<file path="config.mk">
export PLATFORM = sky130hd
export DESIGN_NAME = seq_detector_prog
export DESIGN_NICKNAME = d
export VERILOG_FILES = /design/src/rtl/seq_detector_prog.sv
export SDC_FILE = /design/constraint.sdc
export NUM_CORES = 1
export LEC_CHECK = 0
export ABC_AREA = 1
export BUFFER_PORTS_ARGS = -buffer_cell sky130_fd_sc_hd__buf_2
export CAP_MARGIN = 15
export CORE_MARGIN = 5
export CORE_UTILIZATION = 47
export DETAILED_ROUTE_END_ITERATION = 12
export PLACE_DENSITY = 0.68
export SKIP_LAST_GASP = 1
export SLEW_MARGIN = 0
export SYNTH_ARGS = -nofsm -noshare
export SYNTH_HDL_FRONTEND = slang
export SYNTH_SLANG_ARGS = --single-unit
</file>
<file path="constraint.sdc">
create_clock -name clk -period 3 [get_ports clk]
set_input_delay 0.6 -clock clk [delete_from_list [all_inputs] [get_ports clk]]
set_output_delay 0.6 -clock clk [all_outputs]
set_load 0.005 [all_outputs]
</file>
<file path="src/rtl/seq_detector_prog.sv">
// seq_detector_prog: programmable serial pattern detector.
// A pattern of 1..MAX_LEN bits (MSB received first) is loaded at run time.
// Serial bits are shifted into a history register. A match is reported as a
// registered one-cycle pulse, and a saturating match counter is kept.
// Overlapping and non-overlapping detection are both supported.
module seq_detector_prog #(
    parameter int MAX_LEN = 8,  // legal range 2..16
    parameter int CNT_W   = 8
) (
    input  logic               clk,
    input  logic               rst,
    input  logic               load,
    input  logic [MAX_LEN-1:0] pat,
    input  logic [4:0]         len,
    input  logic               ovl,
    input  logic               din_valid,
    input  logic               din,
    input  logic               cnt_clr,
    output logic               match,
    output logic [CNT_W-1:0]   match_cnt,
    output logic               armed
);

    // MAX_LEN expressed in the 5-bit width used for len, len_cfg and fill.
    localparam logic [4:0] MAX_LEN_L = 5'(MAX_LEN);

    typedef enum logic {
        IDLE  = 1'b0,   // no usable configuration, serial input ignored
        ARMED = 1'b1    // pattern loaded, detecting
    } state_t;

    state_t             state, state_next;

    // Configuration captured on load.
    logic [MAX_LEN-1:0] pat_cfg, pat_cfg_next;
    logic [4:0]         len_cfg, len_cfg_next;
    logic               ovl_cfg, ovl_cfg_next;

    // Detection datapath. fill counts the bits that can still take part in a
    // match. It saturates at MAX_LEN and is zeroed after a non-overlapping
    // match, so bits are never shared between matches.
    logic [MAX_LEN-1:0] hist, hist_next;
    logic [4:0]         fill, fill_next;
    logic               match_next;
    logic [CNT_W-1:0]   cnt_next;

    // Helper terms.
    logic [4:0]         len_clamp;
    logic [MAX_LEN-1:0] hist_shift;
    logic [MAX_LEN-1:0] len_mask;
    logic [4:0]         fill_inc;
    logic               hit;

    // Oversized lengths are clamped once, when the configuration is captured.
    assign len_clamp  = (len > MAX_LEN_L) ? MAX_LEN_L : len;

    // History after accepting the current bit. The newest bit goes in at
    // bit 0, so pattern bit 0 is compared with the most recent sample.
    assign hist_shift = {hist[MAX_LEN-2:0], din};

    // Fill count after accepting the current bit. It saturates at MAX_LEN.
    assign fill_inc   = (fill == MAX_LEN_L) ? fill : fill + 5'd1;

    // Build a mask that selects the low len_cfg bits of history and pattern.
    always_comb begin
        len_mask = '0;
        for (int i = 0; i < MAX_LEN; i++) begin
            len_mask[i] = (5'(i) < len_cfg);
        end
    end

    // Match condition: enough fresh bits, and the low len_cfg bits agree.
    assign hit = (len_cfg != 5'd0) && (fill_inc >= len_cfg) &&
                 (((hist_shift ^ pat_cfg) & len_mask) == '0);

    // State register. armed is registered from the next state, so it always
    // equals (state == ARMED).
    // NOTE: asynchronous reset sits in the sensitivity list; every flop in
    // this design, including the configuration registers, has a defined
    // value coming out of reset.
    always_ff @(posedge clk or posedge rst) begin
        if (rst) begin
            state <= IDLE;
            armed <= 1'b0;
        end else begin
            // NOTE: sequential state uses non-blocking assignments so that
            // all flops update together from values sampled before the edge.
            state <= state_next;
            armed <= (state_next == ARMED);
        end
    end

    // Next-state, configuration capture, history update and match decision.
    always_comb begin
        // NOTE: every signal gets its default value first, so no path leaves
        // one unassigned and no latch is inferred.
        state_next   = state;
        pat_cfg_next = pat_cfg;
        len_cfg_next = len_cfg;
        ovl_cfg_next = ovl_cfg;
        hist_next    = hist;
        fill_next    = fill;
        match_next   = 1'b0;

        if (load) begin
            // A new configuration restarts detection. A din_valid sample in
            // the same cycle is dropped.
            pat_cfg_next = pat;
            len_cfg_next = len_clamp;
            ovl_cfg_next = ovl;
            hist_next    = '0;
            fill_next    = 5'd0;
            state_next   = (len == 5'd0) ? IDLE : ARMED;
        end else if ((state == ARMED) && din_valid) begin
            hist_next = hist_shift;
            if (hit) begin
                match_next = 1'b1;
                fill_next  = ovl_cfg ? fill_inc : 5'd0;
            end else begin
                fill_next  = fill_inc;
            end
        end
    end

    // Match counter: a clear wins over a simultaneous increment. The count
    // saturates at its maximum, and load leaves it untouched.
    always_comb begin
        cnt_next = match_cnt;
        if (cnt_clr) begin
            cnt_next = '0;
        end else if (match_next && (match_cnt != {CNT_W{1'b1}})) begin
            cnt_next = match_cnt + CNT_W'(1);
        end
    end

    // Datapath and configuration registers.
    always_ff @(posedge clk or posedge rst) begin
        if (rst) begin
            pat_cfg   <= '0;
            len_cfg   <= 5'd0;
            ovl_cfg   <= 1'b0;
            hist      <= '0;
            fill      <= 5'd0;
            match     <= 1'b0;
            match_cnt <= '0;
        end else begin
            pat_cfg   <= pat_cfg_next;
            len_cfg   <= len_cfg_next;
            ovl_cfg   <= ovl_cfg_next;
            hist      <= hist_next;
            fill      <= fill_next;
            match     <= match_next;
            match_cnt <= cnt_next;
        end
    end

endmodule

</file>
* After elaboration in Yosys (flattened, before gate mapping)
Cells that the tools add are included.
** Storage, ports and cells
- Logic and storage cells :: 47
- Flip-flop bits (word level) :: 36
- Output and inout bits :: 10
- Input bits :: 20
** Operators by class
- Muxes and demuxes :: 14
- Reductions and logical operators :: 9
- Bitwise operators :: 2
- Equality and inequality tests :: 2
- Magnitude comparators :: 10
- $add $sub $neg :: 2
** Operators with widths (number)
- $mux 5 :: 6
- $lt 3x5->1 const A :: 4
- $mux 8 :: 2
- $mux 7 :: 2
- $lt 1x5->1 const A :: 2
- $lt 2x5->1 const A :: 2
- $add 8x1->8 const B :: 1
- $and 8x8->8 :: 1
- $logic_not 8->1 :: 1
- $ne 8x8->1 const B :: 1
- $xor 8x8->8 :: 1
- $add 5x1->5 const B :: 1
- $eq 5x4->1 const B :: 1
- $ge 5x5->1 :: 1
- $gt 5x4->1 const B :: 1
- $logic_not 5->1 :: 1
- $reduce_bool 5->1 :: 1
- $logic_and 1x1->1 :: 4
- $mux 1 :: 4
- $reduce_bool 2->1 :: 2

* Depth between registers and ports, before layout
- Depth after elaboration :: 11
- Mapped depth :: 17
- Mapped depth without buffers :: 17

* Worst setup path before layout
Ideal clock, no wire load.
- Path kind :: flip-flop to flip-flop
- Start point :: register fill[0]
- End point :: register fill[0]
- Path buffers :: 0
- Required time :: 2.867 ns
- Slack :: 0.881 ns
- Cell stages (with the launch flop) :: 17
- Setup time :: 0.133 ns
- Arrival time :: 1.987 ns
- Path through :: dfrtp_1 -> ha_1 -> nand2_1 -> inv_1 -> nand2_1 -> xor2_1 -> inv_1 -> ha_1 -> nand2_1 -> inv_1 -> nand2_1 -> nand2_1 -> nor2_1 -> nor2_1 -> nand3_4 -> nor2_2 -> o22ai_1
** Between the ends
- Cells in the longest elaborated chain, start to end :: 8
** RTL lines
- start, declared :: line 43 : logic [4:0] fill, fill_next;
- start signal, assigned :: line 151 : fill <= fill_next;
- $add 5x1->5 or $eq 5x4->1 (tied branches) :: line 62 : assign fill_inc = (fill == MAX_LEN_L) ? fill : fill + 5'd1;
- $mux 5 * :: line 62
- $ge 5x5->1 :: line 73 : assign hit = (len_cfg != 5'd0) && (fill_inc >= len_cfg) &&
- $logic_and 1x1->1 (2 in series) :: line 73
- $mux 5 * :: line 116 : if (hit) begin
- $mux 5 * :: line 114 : end else if ((state == ARMED) && din_valid) begin
- $mux 5 * :: line 105 : if (load) begin
Every way passes the cells marked *; elsewhere a longest branch is shown, timed or not. The select of a mux whose other input is x is not followed.
A chain may end at the register's enable or synchronous reset.

* Worst setup path in the final report
- Start point :: register fill[0]
- End point :: register fill[1]
The elaborated chain is that of the path after synthesis.

==> reports/qor.csv <==
stage,metric,value,unit
cells_and_area,drive_above_1_share,16.8,%
timing,period_needed,2.33,ns
clock_tree,cts_tree,done,
logic_synthesis,avgSynthCellArea,7.63,µm²
timing,maxSlewViolCount,0,
detailed_routing,drtIter0Drc,98,
clock_tree,post_cts_resized,0,
die,fp.coreArea,4350,µm²
setup_path,rrSetupSlack,0.67,ns
die,io_pins,30,
die,die_width,76.9,µm
logic_synthesis,synth_top_area_cell,dfrtp_1,
detailed_routing,wl_per_cell,11.7,µm
setup_path,critical_path_class,flip-flop to flip-flop,
timing,worst_slew_pin_slew,0.714,ns
cells_and_area,nNetsFinal,336,
clock_tree,post_cts_buffers,0,
logic_synthesis,synthDistinctLibCells,29,
clock_tree,cts_buffers,5,
min_path,hp-class,primary input to async pin,
power,p_leak,0.00136,µW
grt,overflow,0,
cells_and_area,final.fill_count,400,
power,finalPower,1050,µW
timing,slew_headroom,52.3,%
logic_synthesis,synthCells,276,
logic_synthesis,ys_seq_elements,36,
clock_tree,htree_levels,2,
die,die_area,5920,µm²
detailed_routing,drc,0,
logic_synthesis,synth_nets,304,
timing,hold_ws,0.414,ns
logic_synthesis,synth_area,2110,µm²
logic_synthesis,synthTopCellsByArea,"dfrtp_1, nand2_1, inv_1",
logic_synthesis,yosysSeqAreaShare,42.8,%
logic_synthesis,yosys_warnings,0,
detailed_routing,firstDrtPassIters,4,
cells_and_area,diodes,0,
die,rows,24,
power,irDropWorstVdd,0.311,mV
clock_tree,cts_hold_buf,0,
setup_path,r2r_cells,16,
placed_design,dp_hpwl,3.13,mm
timing,setup_tns,0,ns
setup_path,required,3.16,ns
setup_path,r2r-start,fill[0],
grt,grt.total_usage,15.6,%
die,die_y,76.9,µm
detailed_routing,ant_nets,0,
setup_path,crit_fanout,5,
cells_and_area,area_growth,13.6,%
timing,rsz0062_at_grt,false,
die,start_util,48.4,%
clock_tree,clkLatencyLatePin,0.29,ns
setup_path,worstReg2RegEnd,fill[1],
timing,fin_skew,0.00418,ns
grt,antenna_found_initial,0,
setup_path,end_kind,flip-flop,
clock_tree,clock-sinks,36,
detailed_routing,wl,4.22,mm
timing,fmax,429,MHz
clock_tree,clock_path_buffers,2,
detailed_routing,viasPerCell,4.89,
clock_tree,clk_pin_slew,0.07,ns
grt,grt_max_degree,30,
timing,setup_viol,0,
grt,first_global_vias,1669,
detailed_routing,vias,1764,
placed_design,portBuffers,29,
clock_tree,clockRootBuffer,clkbuf_8,
timing,period_share,77.7,%
setup_path,worstPathArrival,2.49,ns
power,p_per_area,439,nW/µm²
placed_design,gp_congestion,0.870,
logic_synthesis,synth_top_area_share,42.8,%
outcome,status,completed,
grt,grt_pass1_wl,7.58,mm
flow_run,drv_cap,0,
setup_path,worst_setup_path_start_kind,flip-flop,
timing,finalHoldViolCount,0,
[kinds of logic (layout without fill, tap and decap cells)]
family | Yosys count | count (layout) | share of synthesized area, %
DFF | 36 | 36 | 42.8
and+or+nand+nor | 149 | 149 | 33.5
buffers and inverters | 50 | 83 | 9.03
AOI/OAI and AO/OA | 25 | 25 | 6.65
xor gates and xnor gates | 8 | 8 | 3.33
adders and majority gates | 8 | 8 | 4.75
[stage by stage]
stage	area, µm²	utilization, %	cells	setup slack [ns]
2_1_floorplan	2110	-	276	0.881
3_3_place_gp	2300	52.9	353	0.697
3_5_place_dp	2300	52.9	353	0.690
4_1_cts	2390	54.9	361	0.672
5_1_grt	2390	54.9	361	0.459
6_report	2390	54.9	361	0.670
[per-layer routing]
| layer | share of wire (%) | global-route usage (%) |
|---|---|---|
| met3 | 5.5 | 3.75 |
| met5 | 0 | 0 |
| met1 | 51 | 22.3 |
| met4 | 1.8 | 6.29 |
| met2 | 41 | 22.4 |
[cells in the final DEF, fill, tap and decap left out, types with 3 or more instances in the layout]
master	instances
nand3_1	20
ha_1	8
nor2_1	20
o21ai_0	11
dfrtp_1	36
buf_2	29
nor2_2	3
nand2_1	83
xor2_1	8
nand4_1	9
o22ai_1	11
inv_1	43
clkbuf_8	6
[sequential cells by signal (all words and copies together), names as in the netlist]
register,flops
ovl_cfg,1
fill,5
match,1
pat_cfg,8
state,1
len_cfg,5
match_cnt,8
hist,7
[cell type report]
type | instances | area (µm²) | share of cell area, %
inverter | 45 | 169 | 7.06
timing repair buffer | 30 | 153 | 6.38
multi-input combinational | 190 | 1010 | 42.4
tap | 52 | 65.1 | 2.72
clock buffer | 8 | 90.1 | 3.77
sequential | 36 | 901 | 37.7
[cell usage after synthesis, drive strengths merged]
master	count
buf	3
or2	2
nor3b	1
xor2	8
clkbuf	2
nand2	85
nor2	26
inv	45
nand3	23
nand4	10
a31oi	1
a21oi	1
o21ai	12
nand3b	1
dfrtp	36
ha	8
nor3	1
o22ai	11
[power breakdown]
| group | leakage (µW) | internal, µW | switching [µW] | total, µW |
|---|---|---|---|---|
| Sequential | 0.000475 | 505 | 13.6 | 519 |
| Clock | 0.0000455 | 187 | 171 | 358 |
| Combinational | 0.000838 | 61.2 | 111 | 173 |
| Total | 0.00136 | 754 | 296 | 1050 |
[worst max-delay path by stage]
stage          startpoint      endpoint  slack [ns]
2_1_floorplan     fill[0]       fill[0]        0.88
3_3_place_gp      fill[0]       fill[2]        0.70
3_5_place_dp      fill[0]       fill[1]        0.69
4_1_cts           fill[0]       fill[1]        0.67
5_1_grt           fill[0]  match_cnt[7]        0.46
6_report          fill[0]       fill[1]        0.67
[worst max-delay path, cell delays in order, from the launching register on]
cell	delay [ns]
dfrtp_1	0.40
ha_1	0.21
nand2_1	0.06
inv_1	0.04
nand2_1	0.06
xor2_1	0.15
inv_1	0.07
ha_1	0.30
nand2_1	0.08
inv_1	0.05
nand2_1	0.06
nand2_1	0.06
nor2_1	0.04
nor2_1	0.16
nand3_4	0.13
nor2_2	0.21
o22ai_1	0.11
No activity file was read; power rests on OpenSTA's default activity.
